===== src/rtl/dff_pkg.sv =====
// Shared constants and width helpers for the dff_delay_line pipeline.
// Testbenches import the default WIDTH/DEPTH from here.
package dff_pkg;

    localparam int DEFAULT_WIDTH = 8;
    localparam int DEFAULT_DEPTH = 4;

    // Width of a stage selector; never narrower than one bit.
    function automatic int tap_w(input int depth);
        return (depth > 1) ? $clog2(depth) : 1;
    endfunction

    // Width able to hold the values 0..depth inclusive.
    function automatic int cnt_w(input int depth);
        return $clog2(depth + 1);
    endfunction

endpackage


===== src/rtl/dff_stage.sv =====
// One pipeline stage: WIDTH-bit data register plus valid bit.
// With DFF_DELAY_SCAN_EN defined, the data bits also shift as a serial scan segment.
module dff_stage
    import dff_pkg::*;
#(
    parameter int WIDTH = DEFAULT_WIDTH
) (
    input  logic             clk,
    input  logic             rst,
    input  logic             en,
    input  logic             flush,
    input  logic [WIDTH-1:0] d,
    input  logic             d_valid,
`ifdef DFF_DELAY_SCAN_EN
    input  logic             scan_en,
    input  logic             scan_in,
    output logic             scan_out,
`endif
    output logic [WIDTH-1:0] q,
    output logic             q_valid
);

    logic [WIDTH-1:0] data_d, data_q;
    logic             valid_d, valid_q;

    // NOTE: every variable gets its hold value first, so no path can leave it unassigned and infer a latch.
    always_comb begin
        data_d  = data_q;
        valid_d = valid_q;
`ifdef DFF_DELAY_SCAN_EN
        if (scan_en) begin
            // Bit 0 takes the chain input; the valid bit is outside the chain and holds.
            data_d[0] = scan_in;
            for (int i = 1; i < WIDTH; i++) begin
                data_d[i] = data_q[i-1];
            end
        end else
`endif
        if (flush) begin
            data_d  = '0;
            valid_d = 1'b0;
        end else if (en) begin
            data_d  = d;
            valid_d = d_valid;
        end
    end

    // NOTE: state registers use non-blocking assignments so every flop samples pre-edge values.
    always_ff @(posedge clk or posedge rst) begin
        if (rst) begin
            data_q  <= '0;
            valid_q <= 1'b0;
        end else begin
            data_q  <= data_d;
            valid_q <= valid_d;
        end
    end

    assign q       = data_q;
    assign q_valid = valid_q;
`ifdef DFF_DELAY_SCAN_EN
    assign scan_out = data_q[WIDTH-1];
`endif

endmodule


===== src/rtl/dff_delay_line.sv =====
// WIDTH-bit, DEPTH-stage delay line with enable, flush, valid tracking, tap mux and occupancy count.
// Optional scan chain through all data bits when DFF_DELAY_SCAN_EN is defined.
module dff_delay_line
    import dff_pkg::*;
#(
    parameter int WIDTH = DEFAULT_WIDTH,
    parameter int DEPTH = DEFAULT_DEPTH,
    parameter int TAP_W = tap_w(DEPTH),
    parameter int CNT_W = cnt_w(DEPTH)
) (
    input  logic             clk,
    input  logic             rst,
    input  logic             en,
    input  logic             flush,
    input  logic [WIDTH-1:0] d,
    input  logic             d_valid,
    input  logic [TAP_W-1:0] tap_sel,
`ifdef DFF_DELAY_SCAN_EN
    input  logic             scan_en,
    input  logic             scan_in,
    output logic             scan_out,
`endif
    output logic [WIDTH-1:0] q,
    output logic             q_valid,
    output logic [WIDTH-1:0] q_last,
    output logic [CNT_W-1:0] count
);

    logic [WIDTH-1:0] stage_din   [DEPTH];
    logic             stage_vin   [DEPTH];
    logic [WIDTH-1:0] stage_data  [DEPTH];
    logic             stage_valid [DEPTH];
`ifdef DFF_DELAY_SCAN_EN
    logic             stage_sin   [DEPTH];
    logic             stage_sout  [DEPTH];
`endif

    for (genvar k = 0; k < DEPTH; k++) begin : g_stage
        if (k == 0) begin : g_head
            assign stage_din[k] = d;
            assign stage_vin[k] = d_valid;
`ifdef DFF_DELAY_SCAN_EN
            assign stage_sin[k] = scan_in;
`endif
        end else begin : g_body
            assign stage_din[k] = stage_data[k-1];
            assign stage_vin[k] = stage_valid[k-1];
`ifdef DFF_DELAY_SCAN_EN
            assign stage_sin[k] = stage_sout[k-1];
`endif
        end

        dff_stage #(.WIDTH(WIDTH)) u_stage (
            .clk     (clk),
            .rst     (rst),
            .en      (en),
            .flush   (flush),
            .d       (stage_din[k]),
            .d_valid (stage_vin[k]),
`ifdef DFF_DELAY_SCAN_EN
            .scan_en (scan_en),
            .scan_in (stage_sin[k]),
            .scan_out(stage_sout[k]),
`endif
            .q       (stage_data[k]),
            .q_valid (stage_valid[k])
        );
    end

    // Out-of-range selects (non-power-of-2 DEPTH) fall back to the last stage.
    if (DEPTH == (1 << TAP_W)) begin : g_tap_full
        always_comb begin
            q       = stage_data[tap_sel];
            q_valid = stage_valid[tap_sel];
        end
    end else begin : g_tap_clamp
        always_comb begin
            q       = stage_data[DEPTH-1];
            q_valid = stage_valid[DEPTH-1];
            if (int'(tap_sel) < DEPTH) begin
                q       = stage_data[tap_sel];
                q_valid = stage_valid[tap_sel];
            end
        end
    end

    assign q_last = stage_data[DEPTH-1];

    // Occupancy tracks the valid bits incrementally: one may enter and one may leave per shift.
    logic [CNT_W-1:0] count_d, count_q;

    always_comb begin
        count_d = count_q;
`ifdef DFF_DELAY_SCAN_EN
        if (scan_en) begin
            count_d = count_q;
        end else
`endif
        if (flush) begin
            count_d = '0;
        end else if (en) begin
            count_d = count_q + CNT_W'(d_valid) - CNT_W'(stage_valid[DEPTH-1]);
        end
    end

    always_ff @(posedge clk or posedge rst) begin
        if (rst) begin
            count_q <= '0;
        end else begin
            count_q <= count_d;
        end
    end

    assign count = count_q;
`ifdef DFF_DELAY_SCAN_EN
    assign scan_out = stage_sout[DEPTH-1];
`endif

endmodule


===== config.mk =====
export PLATFORM = sky130hd
export DESIGN_NAME = dff_delay_line
export DESIGN_NICKNAME = d
export VERILOG_FILES = /design/src/rtl/dff_pkg.sv /design/src/rtl/dff_stage.sv /design/src/rtl/dff_delay_line.sv
export SDC_FILE = /design/constraint.sdc
export NUM_CORES = 1
export LEC_CHECK = 0
export CORE_UTILIZATION = 55
export DETAILED_ROUTE_END_ITERATION = 8
export GPL_ROUTABILITY_DRIVEN = 0
export PLACE_DENSITY = 0.94
export SYNTH_ARGS = -nofsm -noshare
export SYNTH_HDL_FRONTEND = slang
export SYNTH_HIERARCHICAL = 1
export SYNTH_SLANG_ARGS = --single-unit
export TNS_END_PERCENT = 50

===== constraint.sdc =====
create_clock -name clk -period 3.19 [get_ports clk]
set_input_delay 0.319 -clock clk [delete_from_list [all_inputs] [get_ports clk]]
set_output_delay 0.319 -clock clk [all_outputs]
set_load 0.05 [all_outputs]

=== Yosys cells after proc, flatten, opt, wreduce, memory -nomap -nowiden ===
Index checks and enable logic that the tools add are counted.

* Register bits after elaboration: 39
* Word-level logic and storage cells: 38
* Output and inout port bits: 20

* Bitwise operators: 1
* $lt $le $gt $ge: 1
* Muxes and demuxes: 24
* Reductions and logical operators: 1
* $add $sub $neg: 2

{| class="wikitable"
|+ Operator list
! kind !! number
|-
| two-way mux 8 bit || 10
|-
| binary-select mux 8 bit (select 2 bit) || 1
|-
| two-way mux 1 bit || 10
|-
| two-way mux 3 bit || 2
|-
| adder 3 x 1 -> 3 bit || 1
|-
| >= comparator 3 bit (second input constant) || 1
|-
| inverter 2 -> 3 bit || 1
|-
| subtractor 3 x 1 -> 3 bit || 1
|-
| binary-select mux 1 bit (select 2 bit) || 1
|-
| nonzero test 2 bit || 1
|}

=== Depth between registers and ports, before layout ===
Gate-level depths: netlist of run 1.

* Word-level depth: 4
* Mapped depth: 9
* Gate-level depth less buffers: 9

=== Modules after synthesis ===
Netlist of run 1, hierarchy kept.

{| class="wikitable"
|+ By module, submodules not included
! module !! times used !! cells each !! area an instance (um2) !! seq. area each (um2)
|-
| dff_stage || 4 || 30 || 367.9 || 225.2
|-
| dff_delay_line || 1 || 30 || 411.6 || 75.1
|}

=== Worst setup path after synthesis of run 1 ===
Ideal clock, no wire load.

* Path type: register to register
* Start point: reg count_q[0], in the netlist count[0]
* End point: reg count_q[2], in the netlist count[2]
* Clock period less this slack: 2138 ps
* Stages on the path, launching flop included: 10
* Buffers on the path: 0
* Setup time: 120 ps
* Path slack: 1052 ps
* Arrival: 2018 ps
* Cell sequence: dfrtp_1 -> inv_1 -> ha_1 -> inv_1 -> ha_1 -> inv_1 -> fa_1 -> xor2_1 -> a21oi_1 -> a31o_2

* Word-level cells in the longest chain between the ends: 4

{| class="wikitable"
|+ Ends and longest elaborated chain
! element !! line !! text
|-
| start: declaration || dff_delay_line.sv:90 || <nowiki>logic [CNT_W-1:0] count_d, count_q;</nowiki>
|-
| start signal: assignment || dff_delay_line.sv:110 || <nowiki>count_q <= count_d;</nowiki>
|-
| adder 3 x 1 -> 3 bit || dff_delay_line.sv:102 || <nowiki>count_d = count_q + CNT_W'(d_valid) - CNT_W'(stage_valid[DEPTH-1]);</nowiki>
|-
| subtractor 3 x 1 -> 3 bit || dff_delay_line.sv:102 ||
|-
| two-way mux 3 bit || dff_delay_line.sv:101 || <nowiki>end else if (en) begin</nowiki>
|-
| two-way mux 3 bit || dff_delay_line.sv:99 || <nowiki>if (flush) begin</nowiki>
|}

No other way between the ends. The select of a mux whose other input is x is not followed.
A chain may end at the register's enable or synchronous reset.

=== Worst setup path in the final report of run 1 ===
* Start point: in tap_sel[0]
* End point: out q[6]

* Word-level cells in the longest chain between the ends: 4

{| class="wikitable"
|+ Ends and longest elaborated chain
! element !! line !! text
|-
| start: declaration || dff_delay_line.sv:17 || <nowiki>input logic [TAP_W-1:0] tap_sel,</nowiki>
|-
| inverter 2 -> 3 bit (not written as such) || dff_delay_line.sv:73 || <nowiki>q = stage_data[tap_sel];</nowiki>
|-
| binary-select mux 8 bit (select 2 bit) || dff_delay_line.sv:73 ||
|-
| two-way mux 8 bit (not written as such) (2 in series) || dff_delay_line.sv:73 ||
|-
| end: declaration || dff_delay_line.sv:23 || <nowiki>output logic [WIDTH-1:0] q,</nowiki>
|}

No other way between the ends. The select of a mux whose other input is x is not followed.

==> impl_metrics.py, run 1 <==
metrics = {
    "outcome": {
        "status": "finished clean",
    },
    "logic_synthesis": {
        "syn_area_um2": 1880,
        "synthAdderAreaFrac_pct": 2.39,
        "synthSimpleGateAreaFrac_pct": 8.11,
        "syn_inst": 150,
        "synth_xor_area_share_pct": 0.465,
        "synth_top_family_by_area": "multiplexers",
        "synth_compound_area_share_pct": 1.13,
        "synth_nets": 168,
        "yosysWarnings": 6,
        "synth-seq-cells": 39,
        "ys_types": 15,
        "seq_area_frac_synth_pct": 51.8,
        "muxShareOfSynthArea_pct": 30.4,
        "synth_area_per_cell_um2": 12.6,
    },
    "clocking": {
        "clock-root-buffer": "clkbuf_4",
        "htree_levels": 2,
        "clk_pin_slew_ns": 0.12,
        "worstSkewPairLatency_ns": 0.34,
        "clock_path_buffers": 2,
        "cts_tree": "yes",
        "cts_hold_buf": 0,
        "cts_sinks": 39,
        "cts_setup_buffers": 0,
        "cts-buffers-inserted": 5,
        "post_cts_resized": 0,
    },
    "critical_path": {
        "crit_required_ns": 2.87,
        "end_kind": "output pin",
        "slowest_stage": "clkdlybuf4s50_1",
        "crit_path_max_fanout": 9,
        "crit_arrival_ns": 2.24,
        "rr_worst_depth": 9,
        "r2r-start": "count[0]",
        "worstSetupStartpointType": "input pin",
        "critPathKind": "in2out",
        "r2r_slack_ns": 1.14,
        "cp_slowest_stage_delay_ns": 0.72,
        "cp_cell_sequence": "clkdlybuf4s50_1 -> buf_4 -> mux4_2 -> clkdlybuf4s50_1",
        "r2r-end": "count[2]",
        "cpMostUsedCell": "clkdlybuf4s50_1",
    },
    "routing": {
        "drc": 0,
        "first_pass_iters": 4,
        "route.vias.total": 1270,
        "wl_per_cell_um": 17.0,
        "postRouteAntennaNets": 0,
        "viasPerCell": 5.57,
        "drt_iter0_markers": 59,
        "drt_wl_total_um": 3870,
    },
    "layout": {
        "drive_above_1_share_pct": 10.9,
        "finalCoreUtilization_pct": 72.3,
        "fillCellCount": 214,
        "stdcell_area_um2": 2280,
        "nets": 201,
        "diodes": 0,
        "syn2layout_area_growth_pct": 21.1,
        "layout.cells.non_filler": 228,
    },
    "timing": {
        "post-route-min-period_ns": 2.56,
        "report.final.slew_viol_count": 0,
        "setup-violations-final": 0,
        "slew_headroom_pct": 27.0,
        "setup_tns_ns": 0,
        "fmax_mhz": 391,
        "finalHoldViolCount": 0,
        "finalCritPeriodShare_pct": 80.2,
        "timing.hold.ws_ns": 0.286,
        "skew_ns": 0.0123,
        "tightest_slew_ns": 1.09,
        "grt_setup_unrepaired": "false",
    },
    "placement": {
        "port_buffers": 34,
        "dp.cells": 220,
        "place_area_um2": 2210,
        "hpwl_um": 2700,
    },
    "pwr": {
        "leakagePower_nw": 1.12,
        "pwr_density_cell_nw_per_um2": 425,
        "ir_worst_vdd_uv": 416,
    },
    "global_routing": {
        "grt_usage_pct": 23.8,
        "grt_pass1_wl_um": 6010,
        "antenna_found_initial": 0,
        "overflow": 0,
        "grt_start_max_net_pins": 42,
        "grt_pass1_vias": 1176,
    },
    "worst_hold_path": {
        "worst_hold_path_type": "in2async",
    },
    "floorplanning": {
        "start_util_pct": 59.7,
        "die_area_um2": 3660,
        "die_x_um": 60.5,
        "die_h_um": 60.5,
        "io_pins": 35,
        "coreArea_um2": 3150,
        "num_rows": 20,
    },
    "job": {
        "drv_cap": 0,
    },
}
==> registers in the layout, summed over array words and instances (netlist names) <==
register                 cells
g_stage.u_stage/q           32
g_stage.u_stage/q_valid      4
count                        3
==> cell usage after synthesis <==
cell type	instances	share of area, %
a211oi_1	1	0.40
a21oi_1	1	0.27
a31o_2	1	0.47
buf_1	4	0.80
buf_6	5	3.0
clkbuf_2	1	0.27
dfrtp_1	39	52
fa_1	1	1.1
ha_1	2	1.3
inv_1	8	1.6
mux2i_1	37	20
mux4_2	9	11
nand2b_1	1	0.33
nor2_1	39	7.8
xor2_1	1	0.47
==> area by class of cell <==
class	instances	area (um^2)	area share (%)
timing repair buffer	36	350	15.4
sequential	39	976	42.8
clock buffer	8	68.8	3.02
tap	44	55.1	2.41
inverter	8	30.0	1.32
multi-input combinational	93	801	35.1
==> routing by layer <==
metal  part of all wire, %  track usage [%]
met1                    45             34.7
met2                    49             34.5
met3                   4.5             6.18
met4                   1.7             9.74
met5                     0                0
==> worst max-delay path: cells and delay by family <==
kind | cells | cell delay, ns
multiplexers | 1 | 0.54
buffers and inverters | 3 | 1.38
==> kinds of logic after synthesis <==
| family | Yosys count |
|---|---|
| buffers and inverters | 18 |
| adders and majority gates | 3 |
| AOI/OAI and AO/OA | 3 |
| muxes | 46 |
| xor gates and xnor gates | 1 |
| DFF | 39 |
| and+or+nand+nor | 40 |
==> how the worst max path moves through the flow <==
stage | startpoint | to | slack [ns]
final | tap_sel[0] | q[6] | 0.63
after global routing | tap_sel[0] | q[6] | 0.59
after CTS | tap_sel[0] | q[6] | 0.62
after detailed placement | tap_sel[0] | q[6] | 0.62
after global placement | tap_sel[0] | q[3] | 0.64
after floorplan | count[0] | count[2] | 1.05
==> metrics by stage <==
stage	power [mW]	setup WS, ns
5_1_grt	1.01	0.586
3_3_place_gp	0.685	0.642
6_report	0.968	0.631
4_1_cts	0.974	0.616
3_5_place_dp	0.692	0.623
2_1_floorplan	0.640	1.05
==> power breakdown <==
part           total (mW)  switching, mW  internal (mW)
Clock               0.285          0.156          0.130
Sequential          0.526         0.0157          0.510
Combinational       0.157         0.0902         0.0669
Total               0.968          0.262          0.707
==> cells in the final DEF, fill, tap and decap left out <==
master,instances
nor2_1,39
dfrtp_1,39
mux2i_1,37
clkdlybuf4s50_1,33
mux4_2,9
inv_1,8
clkbuf_4,5
ha_1,2
clkbuf_8,2
buf_4,2
a211oi_1,1
xor2_1,1
nand2b_1,1
a21oi_1,1
a31o_2,1
fa_1,1
clkbuf_1,1
buf_2,1
(Power assumes the default switching activity.)
==> inputs of run 2 (changes only) <==
--- a/config.mk
+++ b/config.mk
@@ -5,10 +5,10 @@
 export SDC_FILE = /design/constraint.sdc
 export NUM_CORES = 1
 export LEC_CHECK = 0
-export CORE_UTILIZATION = 55
+export CORE_UTILIZATION = 46
 export DETAILED_ROUTE_END_ITERATION = 8
 export GPL_ROUTABILITY_DRIVEN = 0
-export PLACE_DENSITY = 0.94
+export PLACE_DENSITY = 0.86
 export SYNTH_ARGS = -nofsm -noshare
 export SYNTH_HDL_FRONTEND = slang
 export SYNTH_HIERARCHICAL = 1
==> constraint.sdc (replaced) <==
create_clock -name clk -period 2.3 [get_ports clk]
set_input_delay 0.23 -clock clk [delete_from_list [all_inputs] [get_ports clk]]
set_output_delay 0.23 -clock clk [all_outputs]
set_load 0.05 [all_outputs]
==> impl_metrics.py, run 2 (synthesis gave the netlist of run 1 again) <==
metrics = {
    "critical_path": {
        "r2r_slack_ns": 0.40,
        "r2r-start": "count[0]",
        "r2r-end": "count[2]",
        "cpMostUsedCell": "inv_1",
        "rr_worst_depth": 9,
        "critPathKind": "reg2reg",
        "crit_required_ns": 2.48,
        "cp_num_buf_inv": 3,
        "cp.depth": 9,
        "crit_arrival_ns": 2.08,
        "cp_slowest_stage_delay_ns": 0.37,
        "startpoint": "count[0]",
        "crit_family": "adder cells",
        "end_kind": "flip-flop",
        "cp_cell_sequence": "inv_1 -> ha_1 -> inv_1 -> ha_1 -> inv_1 -> fa_1 -> xor2_1 -> a21oi_1 -> a31o_2",
        "slowest_stage": "dfrtp_1",
        "crit_path_max_fanout": 3,
        "worstSetupStartpointType": "flip-flop",
    },
    "pwr": {
        "leakagePower_nw": 1.15,
        "total_power_mw": 1.37,
        "ir_worst_vdd_uv": 441,
        "pwr_density_cell_nw_per_um2": 597,
    },
    "global_routing": {
        "grt_pass1_wl_um": 6420,
        "antenna_found_initial": 0,
        "grt_usage_pct": 20.2,
        "overflow": 0,
        "grt_pass1_vias": 1282,
        "grt_start_max_net_pins": 28,
    },
    "routing": {
        "drc": 0,
        "viasPerCell": 5.27,
        "drt_iter0_markers": 80,
        "wl_per_cell_um": 16.1,
        "postRouteAntennaNets": 0,
        "drt_wl_total_um": 3740,
        "first_pass_iters": 4,
        "route.vias.total": 1228,
    },
    "floorplanning": {
        "start_util_pct": 49.6,
        "die_x_um": 66.0,
        "io_pins": 35,
        "coreArea_um2": 3800,
        "num_rows": 22,
        "die_h_um": 66.0,
        "die_area_um2": 4350,
    },
    "timing": {
        "timing.hold.ws_ns": 0.250,
        "grt_setup_unrepaired": "false",
        "report.final.slew_viol_count": 0,
        "setup_tns_ns": 0,
        "setup-violations-final": 0,
        "tightest_slew_ns": 0.583,
        "skew_ns": 0.00485,
        "post-route-min-period_ns": 1.90,
        "slew_headroom_pct": 61.1,
        "finalCritPeriodShare_pct": 82.6,
        "fmax_mhz": 526,
        "finalHoldViolCount": 0,
    },
    "placement": {
        "dp.cells": 225,
        "port_buffers": 34,
        "hpwl_um": 2690,
    },
    "clocking": {
        "worstSkewPairLatency_ns": 0.28,
        "cts_setup_buffers": 0,
        "cts_tree": "yes",
        "clock_path_buffers": 2,
        "cts-buffers-inserted": 5,
        "cts_hold_buf": 0,
        "htree_levels": 2,
        "clock-root-buffer": "clkbuf_8",
        "cts_sinks": 39,
        "post_cts_resized": 0,
        "clk_pin_slew_ns": 0.07,
    },
    "outcome": {
        "status": "finished clean",
    },
    "layout": {
        "nets": 202,
        "final_cell_mix": "39 x nor2_1, 39 x dfrtp_1, 37 x mux2i_1, 24 x clkdlybuf4s50_1, 11 x buf_4",
        "diodes": 0,
        "finalCoreUtilization_pct": 60.4,
        "layout.cells.non_filler": 233,
        "fillCellCount": 312,
        "largest_reg_flops": 32,
        "syn2layout_area_growth_pct": 21.9,
        "drive_above_1_share_pct": 15.7,
    },
    "worst_hold_path": {
        "worst_hold_path_type": "in2async",
    },
    "job": {
        "drv_cap": 0,
    },
}
==> run 2: metal layers <==
metal | share of wire [%] | global-route usage, %
met1 | 48 | 29.0
met2 | 47 | 30.7
met3 | 4.4 | 4.83
met4 | 0.83 | 5.85
met5 | 0 | 0
==> run 2: final cells by class <==
class	count	area, um^2	area share (%)
sequential	39	976	42.5
tap	48	60.1	2.62
timing repair buffer	37	348	15.1
multi-input combinational	93	801	34.9
inverter	8	30.0	1.31
clock inverter	1	5.00	0.218
clock buffer	7	76.3	3.32
==> run 2: report_power, final <==
group / leakage (nW) / internal [mW] / switching (mW)
logic: 0.574 / 0.0917 / 0.124
registers: 0.534 / 0.708 / 0.0214
clock network: 0.0422 / 0.212 / 0.214
total: 1.15 / 1.01 / 0.359
==> run 2: worst max path at each step <==
stage                     slack [ns]  endpoint
after floorplan                 0.16  count[2]
after global placement          0.41      q[2]
after detailed placement        0.39  count[2]
after CTS                       0.39  count[2]
after global routing            0.26  count[2]
final                           0.40  count[2]
==> run 2: through the flow <==
| stage | setup WS (ns) | area [um^2] |
|---|---|---|
| 2_1_floorplan | 0.162 | 1880 |
| 3_3_place_gp | 0.414 | 2210 |
| 3_5_place_dp | 0.393 | 2210 |
| 4_1_cts | 0.390 | 2300 |
| 5_1_grt | 0.258 | 2300 |
| 6_report | 0.400 | 2300 |
==> run 2: worst register-to-register path, cell delays in order (launching register included) <==
cell,delay (ns)
dfrtp_1,0.37
inv_1,0.05
ha_1,0.28
inv_1,0.05
ha_1,0.13
inv_1,0.05
fa_1,0.37
xor2_1,0.18
a21oi_1,0.09
a31o_2,0.23
